[src/rtl/uart_pkg.sv]
// Shared constants and helpers for the UART buffering blocks.
package uart_pkg;

  localparam int unsigned UART_DATA_W     = 8;
  localparam int unsigned UART_FIFO_DEPTH = 16;

  // Width needed to hold an occupancy in the range 0..depth inclusive.
  function automatic int unsigned cnt_width(input int unsigned depth);
    return $clog2(depth + 1);
  endfunction

endpackage

[src/rtl/fifo_mem.sv]
// FIFO storage: synchronous write port, asynchronous read port, no reset.
module fifo_mem #(
  parameter int unsigned Width = 8,
  parameter int unsigned Depth = 16,
  parameter int unsigned AddrW = $clog2(Depth)
) (
  input  logic             clk_i,
  input  logic             we_i,
  input  logic [AddrW-1:0] waddr_i,
  input  logic [Width-1:0] wdata_i,
  input  logic [AddrW-1:0] raddr_i,
  output logic [Width-1:0] rdata_o
);

  logic [Width-1:0] mem_q [Depth];

  // Write port.
  always_ff @(posedge clk_i) begin
    if (we_i) begin
      mem_q[waddr_i] <= wdata_i;
    end
  end

  assign rdata_o = mem_q[raddr_i];

endmodule

[src/rtl/sync_fifo_ext.sv]
// Synchronous FIFO with optional first-word-fall-through, threshold flags,
// synchronous flush and sticky overflow/underflow flags.
module sync_fifo_ext
  import uart_pkg::*;
#(
  parameter int unsigned WIDTH      = UART_DATA_W,
  parameter int unsigned DEPTH      = UART_FIFO_DEPTH,
  parameter int unsigned AFULL_LVL  = DEPTH - 2,
  parameter int unsigned AEMPTY_LVL = 2,
  parameter int unsigned FWFT       = 0
) (
  input  logic                         clk,
  input  logic                         rst_n,
  input  logic                         flush,
  input  logic                         wr_en,
  input  logic [WIDTH-1:0]             data_in,
  input  logic                         rd_en,
  output logic [WIDTH-1:0]             data_out,
  output logic                         data_valid,
  output logic                         empty,
  output logic                         full,
  output logic                         almost_empty,
  output logic                         almost_full,
  output logic [cnt_width(DEPTH)-1:0]  count,
  output logic                         overflow,
  output logic                         underflow
);

  localparam int unsigned CntW = cnt_width(DEPTH);
  localparam int unsigned PtrW = $clog2(DEPTH);

  logic [PtrW-1:0]  wr_ptr_q, wr_ptr_d, rd_ptr_q, rd_ptr_d;
  logic [CntW-1:0]  count_q, count_d;
  logic             overflow_q, overflow_d, underflow_q, underflow_d;
  logic [WIDTH-1:0] dout_q, dout_d;
  logic             dvalid_q, dvalid_d;
  logic [WIDTH-1:0] rdata;
  logic             rd_acc, wr_acc;

  // Flags come only from registered occupancy.
  assign empty        = (count_q == '0);
  assign full         = (count_q == CntW'(DEPTH));
  assign almost_full  = (AFULL_LVL != 0) && (count_q >= CntW'(AFULL_LVL));
  assign almost_empty = (count_q <= CntW'(AEMPTY_LVL));
  assign count        = count_q;
  assign overflow     = overflow_q;
  assign underflow    = underflow_q;

  // A write into a full FIFO is fine when the head leaves in the same cycle.
  assign rd_acc = rd_en && !empty;
  assign wr_acc = wr_en && (!full || rd_acc);

  fifo_mem #(
    .Width (WIDTH),
    .Depth (DEPTH)
  ) u_mem (
    .clk_i   (clk),
    .we_i    (wr_acc && !flush),
    .waddr_i (wr_ptr_q),
    .wdata_i (data_in),
    .raddr_i (rd_ptr_q),
    .rdata_o (rdata)
  );

  // Next-state for pointers, occupancy, sticky flags and the read register.
  always_comb begin
    wr_ptr_d    = wr_ptr_q;
    rd_ptr_d    = rd_ptr_q;
    count_d     = count_q;
    overflow_d  = overflow_q;
    underflow_d = underflow_q;
    dout_d      = dout_q;
    dvalid_d    = 1'b0;
    if (flush) begin
      // data_out deliberately keeps its last value across a flush.
      wr_ptr_d    = '0;
      rd_ptr_d    = '0;
      count_d     = '0;
      overflow_d  = 1'b0;
      underflow_d = 1'b0;
    end else begin
      if (wr_acc) begin
        wr_ptr_d = (wr_ptr_q == PtrW'(DEPTH - 1)) ? '0 : wr_ptr_q + 1'b1;
      end
      if (rd_acc) begin
        rd_ptr_d = (rd_ptr_q == PtrW'(DEPTH - 1)) ? '0 : rd_ptr_q + 1'b1;
        dout_d   = rdata;
        dvalid_d = 1'b1;
      end
      case ({wr_acc, rd_acc})
        2'b10:   count_d = count_q + 1'b1;
        2'b01:   count_d = count_q - 1'b1;
        default: count_d = count_q;
      endcase
      if (wr_en && !wr_acc) overflow_d  = 1'b1;
      if (rd_en && empty)   underflow_d = 1'b1;
    end
  end

  // State registers.
  always_ff @(posedge clk or negedge rst_n) begin
    if (!rst_n) begin
      wr_ptr_q    <= '0;
      rd_ptr_q    <= '0;
      count_q     <= '0;
      overflow_q  <= 1'b0;
      underflow_q <= 1'b0;
      dout_q      <= '0;
      dvalid_q    <= 1'b0;
    end else begin
      wr_ptr_q    <= wr_ptr_d;
      rd_ptr_q    <= rd_ptr_d;
      count_q     <= count_d;
      overflow_q  <= overflow_d;
      underflow_q <= underflow_d;
      dout_q      <= dout_d;
      dvalid_q    <= dvalid_d;
    end
  end

  // FWFT shows the head directly; when empty it holds the last popped word.
  assign data_out   = (FWFT != 0) ? (empty ? dout_q : rdata) : dout_q;
  assign data_valid = (FWFT != 0) ? !empty : dvalid_q;

endmodule

[config.mk]
export PLATFORM = sky130hd
export DESIGN_NAME = sync_fifo_ext
export DESIGN_NICKNAME = d
export VERILOG_FILES = /design/src/rtl/uart_pkg.sv /design/src/rtl/fifo_mem.sv /design/src/rtl/sync_fifo_ext.sv
export SDC_FILE = /design/constraint.sdc
export NUM_CORES = 1
export LEC_CHECK = 0
export ABC_AREA = 1
export CORE_AREA = 2 2 140 108
export DETAILED_ROUTE_END_ITERATION = 6
export DIE_AREA = 0 0 142 110
export GPL_ROUTABILITY_DRIVEN = 0
export PLACE_DENSITY_LB_ADDON = 0.3
export SLEW_MARGIN = 20
export SYNTH_ARGS = -nofsm -noshare
export SYNTH_HDL_FRONTEND = slang
export SYNTH_SLANG_ARGS = --single-unit
[constraint.sdc]
create_clock -name clk -period 3.4 [get_ports clk]
set_input_delay 0.68 -clock clk [delete_from_list [all_inputs] [get_ports clk]]
set_output_delay 0.68 -clock clk [all_outputs]
set_load 0.03 [all_outputs]
==> results.yml, run 1 <==
worst_setup_path:
  path_depth: 2
  r2r_slack_ns: 1.11
  reg2reg_depth: 13
  reg2reg_from: "count[1]$_DFFE_PN0P_"
  cp-start-kind: "register"
  crit_required_ns: 2.72
  cp.buffers_inverters: 1
  worst_setup_path_end_kind: "output port"
  cp_slowest_stage_delay_ns: 0.75
  cp_slowest_cell: "clkdlybuf4s50_1"
  path_max_fanout: 6
  crit_chain: "a2111oi_0 > clkdlybuf4s50_1"
  r2r-end: "count[4]$_DFFE_PN0P_"
  arrival_ns: 2.04
  cp_top_family: "buffers and inverters"
  path_class: "register to output port"
synthesis:
  synthMuxAreaShare: 0
  netlist_instances: 694
  synth_compound_area_frac: 0.0169
  synthArstFlopShare: 0.158
  synth_edf_count: 128
  synthFlopType: "edfxtp_1"
  synth_warnings: 0
  syn_nets: 716
  synth_top_family_by_area: "simple AND/OR/NAND/NOR gates"
  synthAdderAreaFrac: 0.0175
  synth_xor_area_frac: 0.00509
  syn_area_um2: 6880
  synth_seq_cells: 152
  syn_area_per_cell_um2: 9.91
  synth.distinct_cells: 29
  synthSimpleGateAreaFrac: 0.227
  yosysSeqAreaShare: 0.646
timing:
  setup-violations-final: 0
  maxSlewHeadroom: 0.286
  fmax_mhz: 367
  setup_ws_ns: 0.678
  finClkSkew_ns: 0.00623
  finalHoldViolations: 0
  finalSetupTns_ns: 0
  worst_pin_slew_ns: 1.07
  slew_viol_final: 0
  rsz0062_at_grt: "false"
  min_period_over_period: 0.801
  timing.hold.ws_ns: 0.488
  period_needed_ns: 2.72
routing:
  vias_per_cell: 5.30
  firstDrtPassIters: 5
  drc: 0
  avgRoutedWirePerCell_um: 17.1
  vias: 4936
  wl_mm: 15.9
  ant_nets: 0
  drt-initial-drc-count: 464
hold_path:
  hold_class: "register to register"
  whs_endpoint: "data_out[0]$_DFFE_PN0P_"
  hold_depth: 2
  hold_start: "data_out[0]$_DFFE_PN0P_"
global_route:
  antenna_found_initial: 0
  track_usage: 0.220
  grt_start_max_net_pins: 67
  grt_pass1_wl_mm: 25.3
  grt-ovfl-total: 0
  grt_pass1_vias: 4617
cts:
  h-tree-depth: 4
  root_buffer: "clkbuf_16"
  cts_buffers: 17
  cts_tree: "yes"
  numClockSinks: 152
  cts_hold_buf: 0
  clk_latency_ns: 0.42
  cts_resized: 0
  clk_pin_slew_ns: 0.06
  post_cts.repair.setup_buffers: 0
  clock_path_buffers: 2
floorplan:
  start_util: 0.484
  core_area_um2: 14200
  ios: 33
  die_w_um: 142
  rows: 38
  die_h_um: 110
  die_area_um2: 15600
place:
  hpwl_mm: 10.3
  pre_cts_ws_ns: 0.670
  io_buffer_count: 32
pwr:
  power.total_mw: 5.42
  peakVddDrop_v: 0.000378
  power_density_nw_per_um2: 678
  leakagePower_nw: 3.49
final_layout:
  utilization: 0.563
  n_antenna_cell: 0
  area_delta_synth_final_pct: 16.3
  final_nets: 761
  layout-drive-gt1-share: 0.0851
flow_run:
  cap_viol_max_count: 0
status:
  status: "finished clean"
## cell type report
cell class,instances,area (µm²)
fill,1191,6220
tap,180,225
clock inverter,10,68.8
multi-input combinational,394,1830
timing repair buffer,55,493
clock buffer,22,485
inverter,119,447
sequential,152,4450
## per-layer routing
metal	vias up	share of wire	wire [µm]	GRT usage
met4	0	0.020	324	0.0879
met2	215	0.46	7260	0.332
li1	2347	-	-	-
met3	26	0.075	1190	0.0402
met5	-	0	0	0
met1	2348	0.45	7160	0.319
## synth_stat cells (3+ instances only)
library cell | n | area share
a21oi_1 | 5 | 0.0036
buf_2 | 19 | 0.014
buf_4 | 4 | 0.0044
clkbuf_1 | 4 | 0.0022
dfrtp_1 | 24 | 0.087
edfxtp_1 | 128 | 0.56
ha_1 | 8 | 0.015
inv_1 | 114 | 0.062
inv_2 | 3 | 0.0016
nand2_1 | 222 | 0.12
nand3_1 | 106 | 0.077
nand3_2 | 4 | 0.0058
nand4_1 | 3 | 0.0027
nor2_1 | 8 | 0.0044
nor3_1 | 16 | 0.012
o21ai_0 | 7 | 0.0051
o22ai_1 | 4 | 0.0036
## placed cells by master (no fill, tap or decap), types with 4 or more instances in the layout
master / Yosys / final
clkbuf_16: 0 / 18
inv_1: 114 / 114
o21ai_0: 7 / 7
edfxtp_1: 128 / 128
clkdlybuf4s50_1: 0 / 32
o22ai_1: 4 / 4
buf_4: 4 / 23
a21oi_1: 5 / 5
clkinv_2: 0 / 4
nor3_1: 16 / 16
nand3_1: 106 / 106
nand2_1: 222 / 222
nor2_1: 8 / 8
nand3_2: 4 / 4
dfrtp_1: 24 / 23
ha_1: 8 / 8
## how the worst max path moves through the flow
| stage | from | slack (ns) | to |
|---|---|---|---|
| after CTS | count[0]$_DFFE_PN0P_ | 0.68 | almost_empty |
| after detailed placement | wr_en | 0.67 | count[4]$_DFFE_PN0P_ |
| after floorplan | count[0]$_DFFE_PN0P_ | 0.57 | almost_empty |
| after global routing | count[0]$_DFFE_PN0P_ | 0.50 | almost_empty |
| final | count[0]$_DFFE_PN0P_ | 0.68 | almost_empty |
| after global placement | rd_en | 0.84 | u_mem.mem_q[5][3]$_DFFE_PP_ |
## cell families (layout without fill, tap and decap cells)
group / after synthesis / after routing
AND/OR/NAND/NOR: 362 / 362
AO/OA/AOI/OAI: 19 / 19
adder cells (fa/ha/maj): 9 / 9
buffers and inverters: 148 / 206
flip-flops: 152 / 152
XOR/XNOR: 4 / 4
## state kept, by name (all words and copies together) (netlist names)
register     cells
count            5
data_out         8
data_valid       1
overflow         1
rd_ptr_q         4
u_mem.mem_q    128
underflow        1
wr_ptr_q         4
## power breakdown
| part | internal (mW) | switching, mW | leakage, nW |
|---|---|---|---|
| combinational | 0.466 | 1.01 | 1.76 |
| sequential | 2.12 | 0.0770 | 1.47 |
| clock | 1.02 | 0.736 | 0.268 |
| total | 3.60 | 1.83 | 3.49 |
## metrics by stage
stage | area (µm²) | std cells
2_1_floorplan | 6880 | 694
3_3_place_gp | 7440 | 900
3_5_place_dp | 7440 | 900
4_1_cts | 8000 | 932
5_1_grt | 8000 | 932
6_report | 8000 | 932
## worst register-to-register path: cells and delay by family (launching register included)
family	cells	cell delay, ns
AND/OR/NAND/NOR	10	1.01
flip-flops	1	0.46
adder cells (fa/ha/maj)	1	0.35
AO/OA/AOI/OAI	1	0.21
buffers and inverters	1	0.13
Power figures use the tool's default switching activity.
==> run 2: changes to the inputs <==
==> constraint.sdc (replaced) <==
create_clock -name clk -period 2.3 [get_ports clk]
set_input_delay 0.46 -clock clk [delete_from_list [all_inputs] [get_ports clk]]
set_output_delay 0.46 -clock clk [all_outputs]
set_load 0.03 [all_outputs]
==> results.yml, run 2 (synthesis results as in run 1) <==
routing:
  vias: 5072
  wl_mm: 17.2
  drt-initial-drc-count: 694
  firstDrtPassIters: 6
  avgRoutedWirePerCell_um: 18.2
  vias_per_cell: 5.37
  ant_nets: 0
  drc: 0
place:
  hpwl_mm: 11.3
  io_buffer_count: 32
floorplan:
  die_area_um2: 15600
  start_util: 0.484
  ios: 33
  rows: 38
  core_area_um2: 14200
  die_h_um: 110
  die_w_um: 142
cts:
  clk_pin_slew_ns: 0.06
  root_buffer: "clkbuf_16"
  h-tree-depth: 4
  cts_tree: "yes"
  clk_latency_ns: 0.42
  clock_path_buffers: 2
  numClockSinks: 152
  post_cts.repair.setup_buffers: 0
  cts_buffers: 17
final_layout:
  layout-drive-gt1-share: 0.102
  n_antenna_cell: 0
  final_nets: 774
  layout_common_cells: "nand2_1 (222), edfxtp_1 (128), inv_1 (114), nand3_1 (106), buf_4 (34)"
  largest_reg_flops: 128
  area_delta_synth_final_pct: 18.4
  fill_cells: 1183
  final_common_cell: "nand2_1"
  top_register: "u_mem.mem_q"
pwr:
  power_density_nw_per_um2: 1000
  peakVddDrop_v: 0.000516
  power.total_mw: 8.18
  leakagePower_nw: 3.60
hold_path:
  hold_class: "primary input to async pin"
worst_setup_path:
  worst_setup_path_end_kind: "output port"
  crit_required_ns: 1.84
  path_class: "register to output port"
  cp-start-kind: "register"
  arrival_ns: 1.74
  path_max_fanout: 6
flow_run:
  cap_viol_max_count: 0
timing:
  finClkSkew_ns: 0.00946
  maxSlewHeadroom: 0.535
  finalHoldViolations: 0
  period_needed_ns: 2.20
  min_period_over_period: 0.959
  rsz0062_at_grt: "false"
  finalSetupTns_ns: 0
  setup-violations-final: 0
  worst_pin_slew_ns: 0.698
  fmax_mhz: 454
  slew_viol_final: 0
global_route:
  grt_start_max_net_pins: 67
  grt_pass1_wl_mm: 26.4
  grt-ovfl-total: 0
  grt_pass1_vias: 4959
  antenna_found_initial: 0
  track_usage: 0.230
status:
  status: "finished clean"
## run 2: cell types whose count changed in the layout (fill, tap and decap cells not counted), moves of 2 or more
cell / change
clkbuf_1: -2
clkdlybuf4s50_1: -4
clkbuf_8: +2
buf_12: +2
dlygate4sd2_1: +2
buf_4: +11
## run 2: timing repair
item,4_1_cts,5_1_grt
hold buffers,0,0
endpoints found under the setup margin,3,2
resized for setup,3,2
## run 2: report_power, final
part | internal (mW) | total, mW | leakage (nW) | switching (mW)
Sequential | 3.13 | 3.25 | 1.47 | 0.120
Combinational | 0.717 | 2.24 | 1.85 | 1.53
Clock | 1.60 | 2.69 | 0.283 | 1.09
Total | 5.44 | 8.18 | 3.60 | 2.74
## run 2: worst paths after layout
check | startpoint | to | slack (ns) | cells past startpoint
worst max-delay path | count[1]$_DFFE_PN0P_ | full | 0.1 | 4
worst min-delay path | rst_n | count[4]$_DFFE_PN0P_ | 0.41 | 2
worst max register to register | count[1]$_DFFE_PN0P_ | count[4]$_DFFE_PN0P_ | 0.19 | 13
worst min register to register | data_out[0]$_DFFE_PN0P_ | data_out[0]$_DFFE_PN0P_ | 0.49 | 2
max in group asynchronous | rst_n | rd_ptr_q[0]$_DFFE_PN0P_ | 1.62 | 2
min in group clk | data_out[0]$_DFFE_PN0P_ | data_out[0]$_DFFE_PN0P_ | 0.49 | 2
## run 2: final cells by class
class | count | area, µm² | share of cell area
Sequential cell | 152 | 4450 | 0.546
Inverter | 119 | 447 | 0.0549
Clock inverter | 11 | 95.1 | 0.0117
Multi-Input combinational cell | 394 | 1830 | 0.225
Timing Repair Buffer | 68 | 616 | 0.0756
Tap cell | 180 | 225 | 0.0277
Clock buffer | 21 | 480 | 0.0590
## run 2: stage by stage
step	utilization	setup slack [ns]	instance area (µm²)	std cells	hold slack, ns
after floorplan	-	-0.00188	6880	694	0.164
after global placement	0.532	0.0206	7570	913	0.469
after detailed placement	0.532	-0.0126	7570	913	0.469
after CTS	0.573	0.0237	8140	945	0.415
after global routing	0.573	0.000267	8140	945	0.451
final	0.573	0.0954	8140	945	0.412
## run 2: critical path, cell delays in order, from the launching register on
cell,delay (ns)
dfrtp_1,0.48
nor2_1,0.23
nand3_2,0.12
inv_2,0.10
dlygate4sd2_1,0.40
## run 2: per-layer routing
layer	vias up	track usage	wire length (µm)
li1	2371	-	-
met1	2424	0.324	7460
met2	248	0.353	7840
met3	29	0.0505	1520
met4	0	0.0893	329
met5	-	0	0
